`src/rtl/trig_readout_sched.sv`:
```
// rtl/trig_readout_sched.sv - trigger queue and per-beat URAM readout scheduler
module trig_readout_sched #(
    parameter int ADDRLEN     = 15,
    parameter int DEPTH       = 16,
    parameter int NCHAN       = 8,
    parameter int EVNUMLEN    = 16,
    parameter int READOUT_LEN = 1024
) (
    input  logic                     memclk_i,
    input  logic                     memclk_rst_i,
    input  logic                     run_stop_i,
    input  logic [ADDRLEN-1:0]       trig_time_i,
    input  logic                     trig_valid_i,
    output logic                     trig_ready_o,
    input  logic [ADDRLEN-1:0]       lookback_i,
    input  logic [NCHAN-1:0]         chan_mask_i,
    output logic [ADDRLEN-1:0]       rd_addr_o,
    output logic [NCHAN-1:0]         rd_chan_en_o,
    output logic                     rd_valid_o,
    input  logic                     rd_ready_i,
    output logic                     rd_last_o,
    output logic                     begin_o,
    output logic [EVNUMLEN-1:0]      event_no_o,
    output logic [ADDRLEN-1:0]       trig_time_o,
    output logic                     busy_o,
    output logic [$clog2(DEPTH):0]   occupancy_o,
    output logic [15:0]              drop_count_o
);

    localparam int PTRW = $clog2(DEPTH);
    localparam int CNTW = PTRW + 1;
    localparam logic [CNTW-1:0]    FULL_CNT  = CNTW'(DEPTH);
    localparam logic [ADDRLEN-1:0] LAST_BEAT = ADDRLEN'(READOUT_LEN - 1);

    typedef enum logic [1:0] {
        S_IDLE   = 2'd0,
        S_LOAD   = 2'd1,
        S_STREAM = 2'd2
    } state_t;

    state_t r_state;
    state_t w_state_next;

    // Queue storage, one array per field
    logic [ADDRLEN-1:0]  r_q_start [DEPTH];
    logic [ADDRLEN-1:0]  r_q_time  [DEPTH];
    logic [NCHAN-1:0]    r_q_mask  [DEPTH];
    logic [EVNUMLEN-1:0] r_q_evno  [DEPTH];

    logic [PTRW-1:0]     r_wr_ptr;
    logic [PTRW-1:0]     r_rd_ptr;
    logic [CNTW-1:0]     r_count;
    logic [EVNUMLEN-1:0] r_ev_cnt;
    logic [15:0]         r_drop_cnt;
    logic                r_trig_ready;

    logic [ADDRLEN-1:0]  r_rd_addr;
    logic [NCHAN-1:0]    r_rd_chan;
    logic [EVNUMLEN-1:0] r_event_no;
    logic [ADDRLEN-1:0]  r_trig_time;
    logic [ADDRLEN-1:0]  r_beat;
    logic                r_first;
    logic                r_begin;

    logic                w_push;
    logic                w_drop;
    logic                w_pop;
    logic                w_xfer;
    logic                w_last_xfer;
    logic                w_has_work;
    logic [CNTW-1:0]     w_count_next;

    // Queue control: fullness is judged on the start-of-cycle count, so a same-cycle pop never frees room
    always_comb begin
        w_push       = trig_valid_i & ~run_stop_i & (r_count != FULL_CNT);
        w_drop       = trig_valid_i & ~run_stop_i & (r_count == FULL_CNT);
        w_pop        = (r_state == S_LOAD) & ~run_stop_i;
        w_xfer       = (r_state == S_STREAM) & rd_ready_i & ~run_stop_i;
        w_last_xfer  = w_xfer & (r_beat == LAST_BEAT);
        w_has_work   = (r_count != '0) | w_push;
        w_count_next = r_count + CNTW'(w_push) - CNTW'(w_pop);
    end

    // Queue payload write; the start address is the lookback-adjusted trigger time, wrapping naturally
    always_ff @(posedge memclk_i) begin
        if (w_push) begin
            r_q_start[r_wr_ptr] <= trig_time_i - lookback_i;
            r_q_time[r_wr_ptr]  <= trig_time_i;
            r_q_mask[r_wr_ptr]  <= chan_mask_i;
            r_q_evno[r_wr_ptr]  <= r_ev_cnt;
        end
    end

    // Pointers, occupancy, event numbering and drop accounting; a stop pulse flushes all of it
    always_ff @(posedge memclk_i or posedge memclk_rst_i) begin
        if (memclk_rst_i) begin
            r_wr_ptr     <= '0;
            r_rd_ptr     <= '0;
            r_count      <= '0;
            r_ev_cnt     <= '0;
            r_drop_cnt   <= '0;
            r_trig_ready <= 1'b0;
        end else if (run_stop_i) begin
            r_wr_ptr     <= '0;
            r_rd_ptr     <= '0;
            r_count      <= '0;
            r_ev_cnt     <= '0;
            r_drop_cnt   <= '0;
            r_trig_ready <= 1'b1;
        end else begin
            if (w_push) begin
                r_wr_ptr <= r_wr_ptr + PTRW'(1);
            end
            if (w_pop) begin
                r_rd_ptr <= r_rd_ptr + PTRW'(1);
            end
            if (trig_valid_i) begin
                r_ev_cnt <= r_ev_cnt + EVNUMLEN'(1);
            end
            if (w_drop && (r_drop_cnt != 16'hFFFF)) begin
                r_drop_cnt <= r_drop_cnt + 16'd1;
            end
            r_count      <= w_count_next;
            r_trig_ready <= (w_count_next != FULL_CNT);
        end
    end

    // FSM state register
    always_ff @(posedge memclk_i or posedge memclk_rst_i) begin
        if (memclk_rst_i) begin
            r_state <= S_IDLE;
        end else begin
            r_state <= w_state_next;
        end
    end

    // FSM next state; an incoming push counts as work so a lone trigger is loaded the very next cycle
    always_comb begin
        w_state_next = r_state;
        case (r_state)
            S_IDLE: begin
                if (w_has_work) begin
                    w_state_next = S_LOAD;
                end
            end
            S_LOAD: begin
                w_state_next = S_STREAM;
            end
            S_STREAM: begin
                if (w_last_xfer) begin
                    w_state_next = w_has_work ? S_LOAD : S_IDLE;
                end
            end
            default: begin
                w_state_next = S_IDLE;
            end
        endcase
        if (run_stop_i) begin
            w_state_next = S_IDLE;
        end
    end

    // Readout registers: loaded from the queue head in LOAD, address and beat advance only on a transfer
    always_ff @(posedge memclk_i or posedge memclk_rst_i) begin
        if (memclk_rst_i) begin
            r_rd_addr   <= '0;
            r_rd_chan   <= '0;
            r_event_no  <= '0;
            r_trig_time <= '0;
            r_beat      <= '0;
            r_first     <= 1'b0;
            r_begin     <= 1'b0;
        end else begin
            r_begin <= w_xfer & r_first;
            if (w_pop) begin
                r_rd_addr   <= r_q_start[r_rd_ptr];
                r_rd_chan   <= r_q_mask[r_rd_ptr];
                r_event_no  <= r_q_evno[r_rd_ptr];
                r_trig_time <= r_q_time[r_rd_ptr];
                r_beat      <= '0;
                r_first     <= 1'b1;
            end else if (w_xfer) begin
                r_rd_addr <= r_rd_addr + ADDRLEN'(1);
                r_beat    <= r_beat + ADDRLEN'(1);
                r_first   <= 1'b0;
            end
            if (run_stop_i) begin
                r_first <= 1'b0;
            end
        end
    end

    // Output mapping; stream qualifiers derive from the state register so reset clears them at once
    always_comb begin
        rd_valid_o   = (r_state == S_STREAM);
        rd_last_o    = (r_state == S_STREAM) & (r_beat == LAST_BEAT);
        busy_o       = (r_state != S_IDLE) | (r_count != '0);
        rd_addr_o    = r_rd_addr;
        rd_chan_en_o = r_rd_chan;
        event_no_o   = r_event_no;
        trig_time_o  = r_trig_time;
        begin_o      = r_begin;
        occupancy_o  = r_count;
        drop_count_o = r_drop_cnt;
        trig_ready_o = r_trig_ready;
    end

endmodule
```
`config.mk`:
```
export PLATFORM = sky130hd
export DESIGN_NAME = trig_readout_sched
export DESIGN_NICKNAME = d
export VERILOG_FILES = /design/src/rtl/trig_readout_sched.sv
export SDC_FILE = /design/constraint.sdc
export NUM_CORES = 1
export LEC_CHECK = 0
export CAP_MARGIN = 30
export CORE_ASPECT_RATIO = 0.9
export CORE_MARGIN = 1
export CORE_UTILIZATION = 30
export CTS_CLUSTER_SIZE = 10
export DETAILED_ROUTE_END_ITERATION = 16
export SETUP_SLACK_MARGIN = 0.15
export SLEW_MARGIN = 20
export SYNTH_ARGS = -nofsm -noshare
export SYNTH_HDL_FRONTEND = slang
export SYNTH_SLANG_ARGS = --single-unit
```
`constraint.sdc`:
```
create_clock -name memclk_i -period 6.2 [get_ports memclk_i]
set_input_delay 1.24 -clock memclk_i [delete_from_list [all_inputs] [get_ports memclk_i]]
set_output_delay 1.24 -clock memclk_i [all_outputs]
set_load 0.005 [all_outputs]
```
======== Word-level counts from Yosys, hierarchy flattened ========
Memories as Yosys holds them, arrays and structs flattened. A register that Yosys moved wholly into a read port is not among the register bits.
Cells that the tools add are included.
operators by class
  $add $sub $neg .......................... 9
  equal/unequal tests ..................... 9
  muxes and demuxes ....................... 24
  bitwise gates (word level) .............. 12
  reduce and logical (&&, ||, !) cells .... 11
operators with widths
  kind                     count
  $mux W16                 4
  $mux W15                 4
  $add A16 B1 Y16 const B  2
  $add A15 B1 Y15 const B  2
  $mux W4                  4
  $ne A16 B16 Y1 const B   1
  $eq A15 B10 Y1 const B   1
  $sub A15 B15 Y15         1
  $reduce_bool A2 Y1       6
  $ne A5 B5 Y1 const B     2
  $and A1 B1 Y1            9
  $add A4 B1 Y4 const B    2
  $mux W1                  7
  $mux W2                  3
  $pmux W2 S3              1
  $add A5 B1 Y5            1
  $eq A5 B5 Y1 const B     1
  $mux W5                  1
  $reduce_bool A5 Y1       1
  $sub A5 B1 Y5            1
  $ne A3 B2 Y1 const B     1
  $ne A3 B3 Y1 const B     1
  $reduce_bool A3 Y1       1
  $eq A2 B1 Y1 const B     1
  other kinds (6)          7
storage, ports and cells
  flip-flop bits (word level) ............. 80
  memory bits (writable) .................. 864
  bits of input ports ..................... 43
  word-level logic and storage cells ...... 80
  memories kept ........................... 4
memories
  memory     words  bits a word  read ports  clocked after Yosys merged registers in  write ports  line  source
  r_q_evno   16     16           1           1                                        1            48    logic [EVNUMLEN-1:0] r_q_evno [DEPTH];
  r_q_start  16     15           1           0                                        1            45    logic [ADDRLEN-1:0] r_q_start [DEPTH];
  r_q_time   16     15           1           1                                        1            46    logic [ADDRLEN-1:0] r_q_time [DEPTH];
  r_q_mask   16     8            1           1                                        1            47    logic [NCHAN-1:0] r_q_mask [DEPTH];

======== Longest topological paths before layout ========
Gate-level depths: netlist (run 1).
  depth in word-level cells ............... 8
  mapped depth ............................ 14
  depth with buffers taken out ............ 14

======== Worst setup path before layout (run 1) ========
No wires, ideal clock.
  kind .................................... input to register
  from .................................... input port trig_valid_i
  to ...................................... memory r_q_evno[3][0], enable pin
  arrival time ............................ 5,652 ps
  data required time ...................... 5,668 ps
  setup slack ............................. 16 ps
  stages on the path ...................... 5
  path through ............................ buf_2 nand2b_1 nor2b_1 nand2_1 nor3_1
between the ends
  cells in the longest elaborated chain, start to end .. 4
RTL lines
  what                           line  source
  start, declared                13    input logic trig_valid_i,
  $and A1 B1 Y1 (2 in series)    75    w_push = trig_valid_i & ~run_stop_i & (r_count != FULL_CNT);
  $mux W1                        86    if (w_push) begin
  $mux W1 (implied by the code)  90    r_q_evno[r_wr_ptr] <= r_ev_cnt;
  end, declared                  48
No other way between the ends.

======== Worst setup path after layout (run 1) ========
  from .................................... input port trig_time_i[0]
  to ...................................... memory r_q_start[9][8] (data pin)
between the ends
  cells in the longest elaborated chain, start to end .. 1
RTL lines
  what              line  source
  start, declared   12    input logic [ADDRLEN-1:0] trig_time_i,
  $sub A15 B15 Y15  87    r_q_start[r_wr_ptr] <= trig_time_i - lookback_i;
  end, declared     45
No other way between the ends.

==> flow_metrics.tcl, run 1 <==
set metrics [dict create \
    run_status "finished, final reports clean" \
    worst_hold_slack_ns 0.5142 \
    placement_rows 124 \
    total_power_uw 16790 \
    die-height_microns 343.7 \
    hold_path.startpoint "event_no_o[15]" \
    insertion_delay_ns 0.74 \
    postCtsHoldBufs 0 \
    maxCapViolCount 0 \
    globalRouteTotalUtil 0.1414 \
    post_synthesis_sequential_area_ratio 0.7433 \
    synth_ff_type "sky130_fd_sc_hd__edfxtp_1" \
    postSynthNetCount 2062 \
    syn_inst 1988 \
    postSynth.asyncResetShare 0.1211 \
    syn_area_per_cell_sq_um 19.57 \
    timing.critical_path.arrival_ns 4.57 \
    rsz0062_at_grt "false" \
    cts-resized-gates 0 \
    power_frac_seq 0.468 \
    cp_cell_sequence "clkdlybuf4s50_1, inv_1, ha_1, fa_1, nand2b_1, a21oi_1, o21ai_0, a21boi_0, xor2_1" \
    htreeDepth 3 \
    drt_iter0_markers 1801 \
    crit_end "r_q_start[9][8]" \
    synthDominantAreaCellType "sky130_fd_sc_hd__edfxtp_1" \
    place_congestion 0.7911 \
    slew_headroom 0.3736 \
    timing.final.setup_violations 0 \
    final_max_slew_viol_count 0 \
    number_of_synthesized_register_bits 983 \
    vias_per_cell 4.932 \
    clock_sink_count 983 \
    grt_pass1_vias 20610 \
    post-synth-top-area-fraction 0.6668 \
    fin_worst_skew_ns 0.07152 \
    die-area_sq_mm 0.1311 \
    fmax_ghz 0.2406 \
    synth_cell_type_count 67 \
    reg2reg_slack_ns 2.49 \
    starting_density 0.3044 \
    synth.most_common_cell "sky130_fd_sc_hd__edfxtp_1" \
    global_route_wire_length_before_repair_microns 137400 \
    grt_start_max_net_pins 95 \
    crit_required_ns 6.61 \
    synth.area.top_cells "sky130_fd_sc_hd__edfxtp_1 67%, sky130_fd_sc_hd__mux4_2 13%, sky130_fd_sc_hd__dfrtp_1 7.7%" \
    cts_root_buf "sky130_fd_sc_hd__clkbuf_16" \
    critPathSlowestCell "sky130_fd_sc_hd__clkdlybuf4s50_1" \
    area_growth_pct 17.75 \
    grt-ovfl-total 0 \
    post-route-min-period_ns 4.157 \
    antenna_left 0 \
    power_density_mw_per_mm2 366.3 \
    p_sw_frac 0.2590 \
    port-buffer-count 122 \
    worst_hold_path.num_cells 2 \
    vdd_ir_drop_max_mv 0.2820 \
    timing.setup.tns_ns 0 \
    hold_path_class "flip-flop to flip-flop" \
    critical_path_end_type "flip-flop" \
    cts_post_setup_buffers_inserted 0 \
    crit_fanout 17 \
    setup.worst_path.class "primary input to flip-flop" \
    tritoncts.num_buffers 110 \
    comb_power_share 0.174 \
    antennaDiodeCount 0 \
    critical_path_launch_point "trig_time_i[0]" \
    hold_viol_final 0 \
    yosysWarningCount 0 \
    number_of_enable_type_register_cells_in_the_synthesized_netlist 864 \
    clock_tree_from_tritoncts "done" \
    ios 123 \
    slowest_delay_ns 0.81 \
    routed_wirelength_microns 92680 \
    power.net_switching_uw 4348 \
    mappedNetlistArea_sq_mm 0.03891 \
    grt_antenna_before_repair 2 \
    r2r_start "occupancy_o[2]" \
    worst_setup_path_start_kind "primary input" \
    place_worst_setup_slack_ns 1.257 \
    final_min_period_over_clock_period 0.6705 \
    worst-slew-pin-transition_ns 0.9396 \
    static-leakage-power_uw 0.01453 \
    reg2reg_to "trig_ready_o" \
    internal_power_uw 12440 \
    die-width_microns 381.6 \
    yosys-top-cells-count "864 x sky130_fd_sc_hd__edfxtp_1, 219 x sky130_fd_sc_hd__mux4_2, 119 x sky130_fd_sc_hd__dfrtp_1" \
    clock_path_buffers 3 \
    coreArea_sq_mm 0.1278 \
    drc 0 \
    first_pass_iters 5 \
    dp_hpwl_microns 53990 \
    rr_worst_depth 14 \
    routed_wire_length_per_instance_microns 23.27 \
    power_frac_clock 0.358 \
    vias 19640 \
    final_nets 2260 \
    final_layout_size_suffix_gt1_frac 0.1959 \
    setup_ws_ns 2.043 \
    cts.clk_slew.worst_paths_ns 0.05 \
]
[critical path, delay by kind of cell]
kind            cells  cell delay, ns
simple gates        1            0.19
compound gates      3            0.72
xor+xnor            1            0.74
buf+inv             2            0.98
fa+ha+maj           2            0.69
[area by class of cell]
| cell class | instances | area [sq um] |
|---|---|---|
| fill | 11820 | 82020 |
| sequential | 983 | 28930 |
| multi-input combinational | 883 | 9565 |
| clock buffer | 196 | 3095 |
| tap | 1701 | 2128 |
| timing repair buffer | 177 | 1739 |
| clock inverter | 12 | 234.0 |
| inverter | 31 | 121.4 |
[power by group through the flow]
stage	registers [uW]	clock network [uW]	logic, uW
5_1_grt	7900	6400	3180
6_report	7860	6010	2920
3_3_place_gp	8000	0	2950
4_1_cts	7880	6150	2980
3_5_place_dp	8010	0	2970
2_1_floorplan	7850	0	1970
[per-layer routing]
layer  global-route usage  wire [microns]
met1               0.1944           40690
met2               0.2280           44220
met3              0.02864            5741
met4              0.03942            2019
met5                    0              15
[worst min-delay path by stage]
| stage | endpoint |
|---|---|
| finish | event_no_o[15] |
| global route | event_no_o[12] |
| CTS | event_no_o[10] |
| detailed placement | begin_o |
| global placement | begin_o |
| floorplan | begin_o |
[cells in the final DEF (no fill, tap or decap), drive strengths merged, types with 3 or more instances in the layout]
master / n
clkbuf: 200
o211ai: 8
o22ai: 6
o21a: 3
inv: 31
nand3: 20
mux4: 219
nand4: 17
nor2b: 14
a311oi: 3
xor2: 34
a221oi: 5
a211oi: 7
and2: 5
edfxtp: 864
clkdlybuf4s50: 121
clkinv: 10
mux2: 9
o31ai: 4
nand2b: 8
o21ai: 60
xnor2: 21
and4: 9
and3: 8
buf: 52
dfrtp: 119
nor2: 117
a21oi: 71
nor3: 21
mux2i: 93
a21o: 4
ha: 29
nand2: 43
or3: 13
[state kept, by name (all words and copies together), names as in the netlist]
signal,flops
begin_o,1
r_wr_ptr,4
r_q_time,240
r_q_mask,128
r_q_start,240
r_beat,15
event_no_o,16
r_q_evno,256
r_ev_cnt,16
rd_addr_o,15
drop_count_o,16
trig_time_o,15
trig_ready_o,1
r_state,2
occupancy_o,5
rd_chan_en_o,8
r_rd_ptr,4
r_first,1
[cells by family (layout without fill, tap and decap cells)]
family,after synthesis,after routing,share of synthesized area
compound gates,188,188,0.02865
xor+xnor,55,55,0.01238
fa+ha+maj,31,31,0.01035
buf+inv,122,416,0.01544
flops,983,983,0.7433
mux,321,321,0.1533
simple gates,288,288,0.03656
[metrics by stage]
stage | utilization | area (sq um) | cells
6_report | 0.3584 | 45820 | 3983
5_1_grt | 0.3584 | 45820 | 3983
4_1_cts | 0.3580 | 45770 | 3979
3_5_place_dp | 0.3320 | 42440 | 3771
3_3_place_gp | 0.3317 | 42400 | 3769
2_1_floorplan | - | 38930 | 1988
Note: power is estimated with default switching activity, not from simulation.
==> run 2: changes to the inputs <==
clock period = 3.41 ns   (was 6.2 ns; I/O delays follow)
==> run 2 against run 1 <==
Sequential share of layout area fell by 0.98 points. First-iteration DRC count rose by 11%. Power rose by 83%.
==> flow_metrics.tcl, run 2 (synthesis gave the netlist of run 1 again) <==
set metrics [dict create \
    grt_pass1_vias 20960 \
    place_congestion 0.7599 \
    maxCapViolCount 0 \
    die-height_microns 343.7 \
    register_with_the_most_flip_flops "r_q_evno" \
    area_growth_pct 19.61 \
    ios 123 \
    global_route_wire_length_before_repair_microns 141500 \
    final_core_util 0.3640 \
    vdd_ir_drop_max_mv 0.4162 \
    routed_wire_length_per_instance_microns 23.76 \
    crit_fanout 4 \
    slew_headroom 0.3760 \
    cts_root_buf "sky130_fd_sc_hd__clkbuf_16" \
    globalRouteTotalUtil 0.1464 \
    fmax_ghz 0.3207 \
    dp_hpwl_microns 53540 \
    clock_sink_count 983 \
    top_regs "r_q_evno: 256 flops, r_q_start: 240 flops, r_q_time: 240 flops" \
    die-width_microns 381.6 \
    first_pass_iters 5 \
    drt_iter0_markers 2008 \
    critical_path_end_type "primary output" \
    coreArea_sq_mm 0.1278 \
    power_density_mw_per_mm2 658.4 \
    htreeDepth 3 \
    insertion_delay_ns 0.71 \
    timing.final.setup_violations 0 \
    leading_cell_types_in_the_layout_fill_and_taps_excluded "864 x sky130_fd_sc_hd__edfxtp_1, 219 x sky130_fd_sc_hd__mux4_2, 120 x sky130_fd_sc_hd__clkdlybuf4s50_1" \
    place_worst_setup_slack_ns -0.4244 \
    antenna_left 0 \
    fin_worst_skew_ns 0.06111 \
    postCtsHoldBufs 0 \
    run_status "finished, final reports clean" \
    cts.clk_slew.worst_paths_ns 0.06 \
    rsz0062_at_grt "true" \
    timing.critical_path.arrival_ns 2.44 \
    most_common_cell_after_layout_fill_and_taps_aside "sky130_fd_sc_hd__edfxtp_1" \
    starting_density 0.3044 \
    final_max_slew_viol_count 0 \
    clock_path_buffers 3 \
    antennaDiodeCount 0 \
    placement_rows 124 \
    vias 19990 \
    grt_start_max_net_pins 92 \
    worst_setup_path_start_kind "flip-flop" \
    setup_ws_ns 0.2920 \
    worst-slew-pin-transition_ns 0.9360 \
    routed_wirelength_microns 96020 \
    static-leakage-power_uw 0.01487 \
    vias_per_cell 4.947 \
    clock_tree_from_tritoncts "done" \
    hold_viol_final 0 \
    post-route-min-period_ns 3.118 \
    tritoncts.num_buffers 110 \
    largest_register_ff_count 256 \
    port-buffer-count 122 \
    final_nets 2320 \
    final_layout_size_suffix_gt1_frac 0.2162 \
    grt_antenna_before_repair 2 \
    grt-ovfl-total 0 \
    setup.worst_path.class "flip-flop to primary output" \
    timing.setup.tns_ns 0 \
    die-area_sq_mm 0.1311 \
    crit_required_ns 2.73 \
    hold_path_class "flip-flop to flip-flop" \
    drc 0 \
    final_min_period_over_clock_period 0.9144 \
]
## run 2: cell count changes in the layout (fill, tap and decap cells not counted), moves of 3 or more
cell / delta
sky130_fd_sc_hd__clkinv_16: -3
sky130_fd_sc_hd__xnor2_2: -3
sky130_fd_sc_hd__xnor2_1: +3
sky130_fd_sc_hd__buf_4: +34
sky130_fd_sc_hd__buf_12: +29
## run 2: metal layers
layer  wire length (microns)  up-vias  track usage
met2                   46690      618       0.2410
met4                    1897        2      0.03792
met3                    5775      131      0.02672
li1                        -     8565            -
met1                   41640    10680       0.1999
met5                      13        -            0
## run 2: cell type report
class,count,area (sq um)
well taps,1701,2128
multi-input cells,883,9552
repair buffers,237,2554
clock buffers,197,3120
clock inverters,9,130.1
flip-flops and latches,983,28930
fillers,11800,81300
inverters,31,121.4
## run 2: where the power goes
part	internal [uW]	total [uW]	switching (uW)
registers	13700	14300	536
logic	2870	5580	2700
clock network	6150	10800	4650
total	22800	30600	7890
## run 2: worst paths after layout
| check | from | end | slack, ns | cells past startpoint |
|---|---|---|---|---|
| setup / recovery | r_beat[11] | rd_last_o | 0.29 | 4 |
| hold / removal | event_no_o[5] | event_no_o[5] | 0.50 | 2 |
| setup reg to reg | r_state[1] | trig_ready_o | 0.38 | 12 |
| hold reg to reg | event_no_o[5] | event_no_o[5] | 0.50 | 2 |
| max in group asynchronous | memclk_rst_i | rd_chan_en_o[7] | 2.11 | 3 |
| min in group asynchronous | memclk_rst_i | occupancy_o[1] | 0.57 | 2 |
## run 2: worst max-delay path, cell delays in order, from the launching register on
cell and delay, ns:
sky130_fd_sc_hd__dfrtp_1 0.42, sky130_fd_sc_hd__or4_1 0.55, sky130_fd_sc_hd__nor3_2 0.16, sky130_fd_sc_hd__and2_1 0.15, sky130_fd_sc_hd__clkdlybuf4s50_1 0.49
## run 2: timing repair
item	CTS	global route
buffers inserted	1	2
gates resized for setup	2	5
gates cloned	0	0
pin swaps	0	1
endpoints found under the hold margin	0	0
setup endpoints to repair	2	2
## run 2: stage by stage
stage | hold slack [ns] | instances | cell area (sq um) | power [uW]
CTS | 0.5067 | 4037 | 46500 | 30990
floorplan | 0.4771 | 1988 | 38940 | 17860
finish | 0.4998 | 4041 | 46540 | 30640
detailed placement | 0.4936 | 3830 | 43240 | 20180
global placement | 0.4909 | 3830 | 43240 | 20030
global route | 0.5356 | 4041 | 46540 | 31930
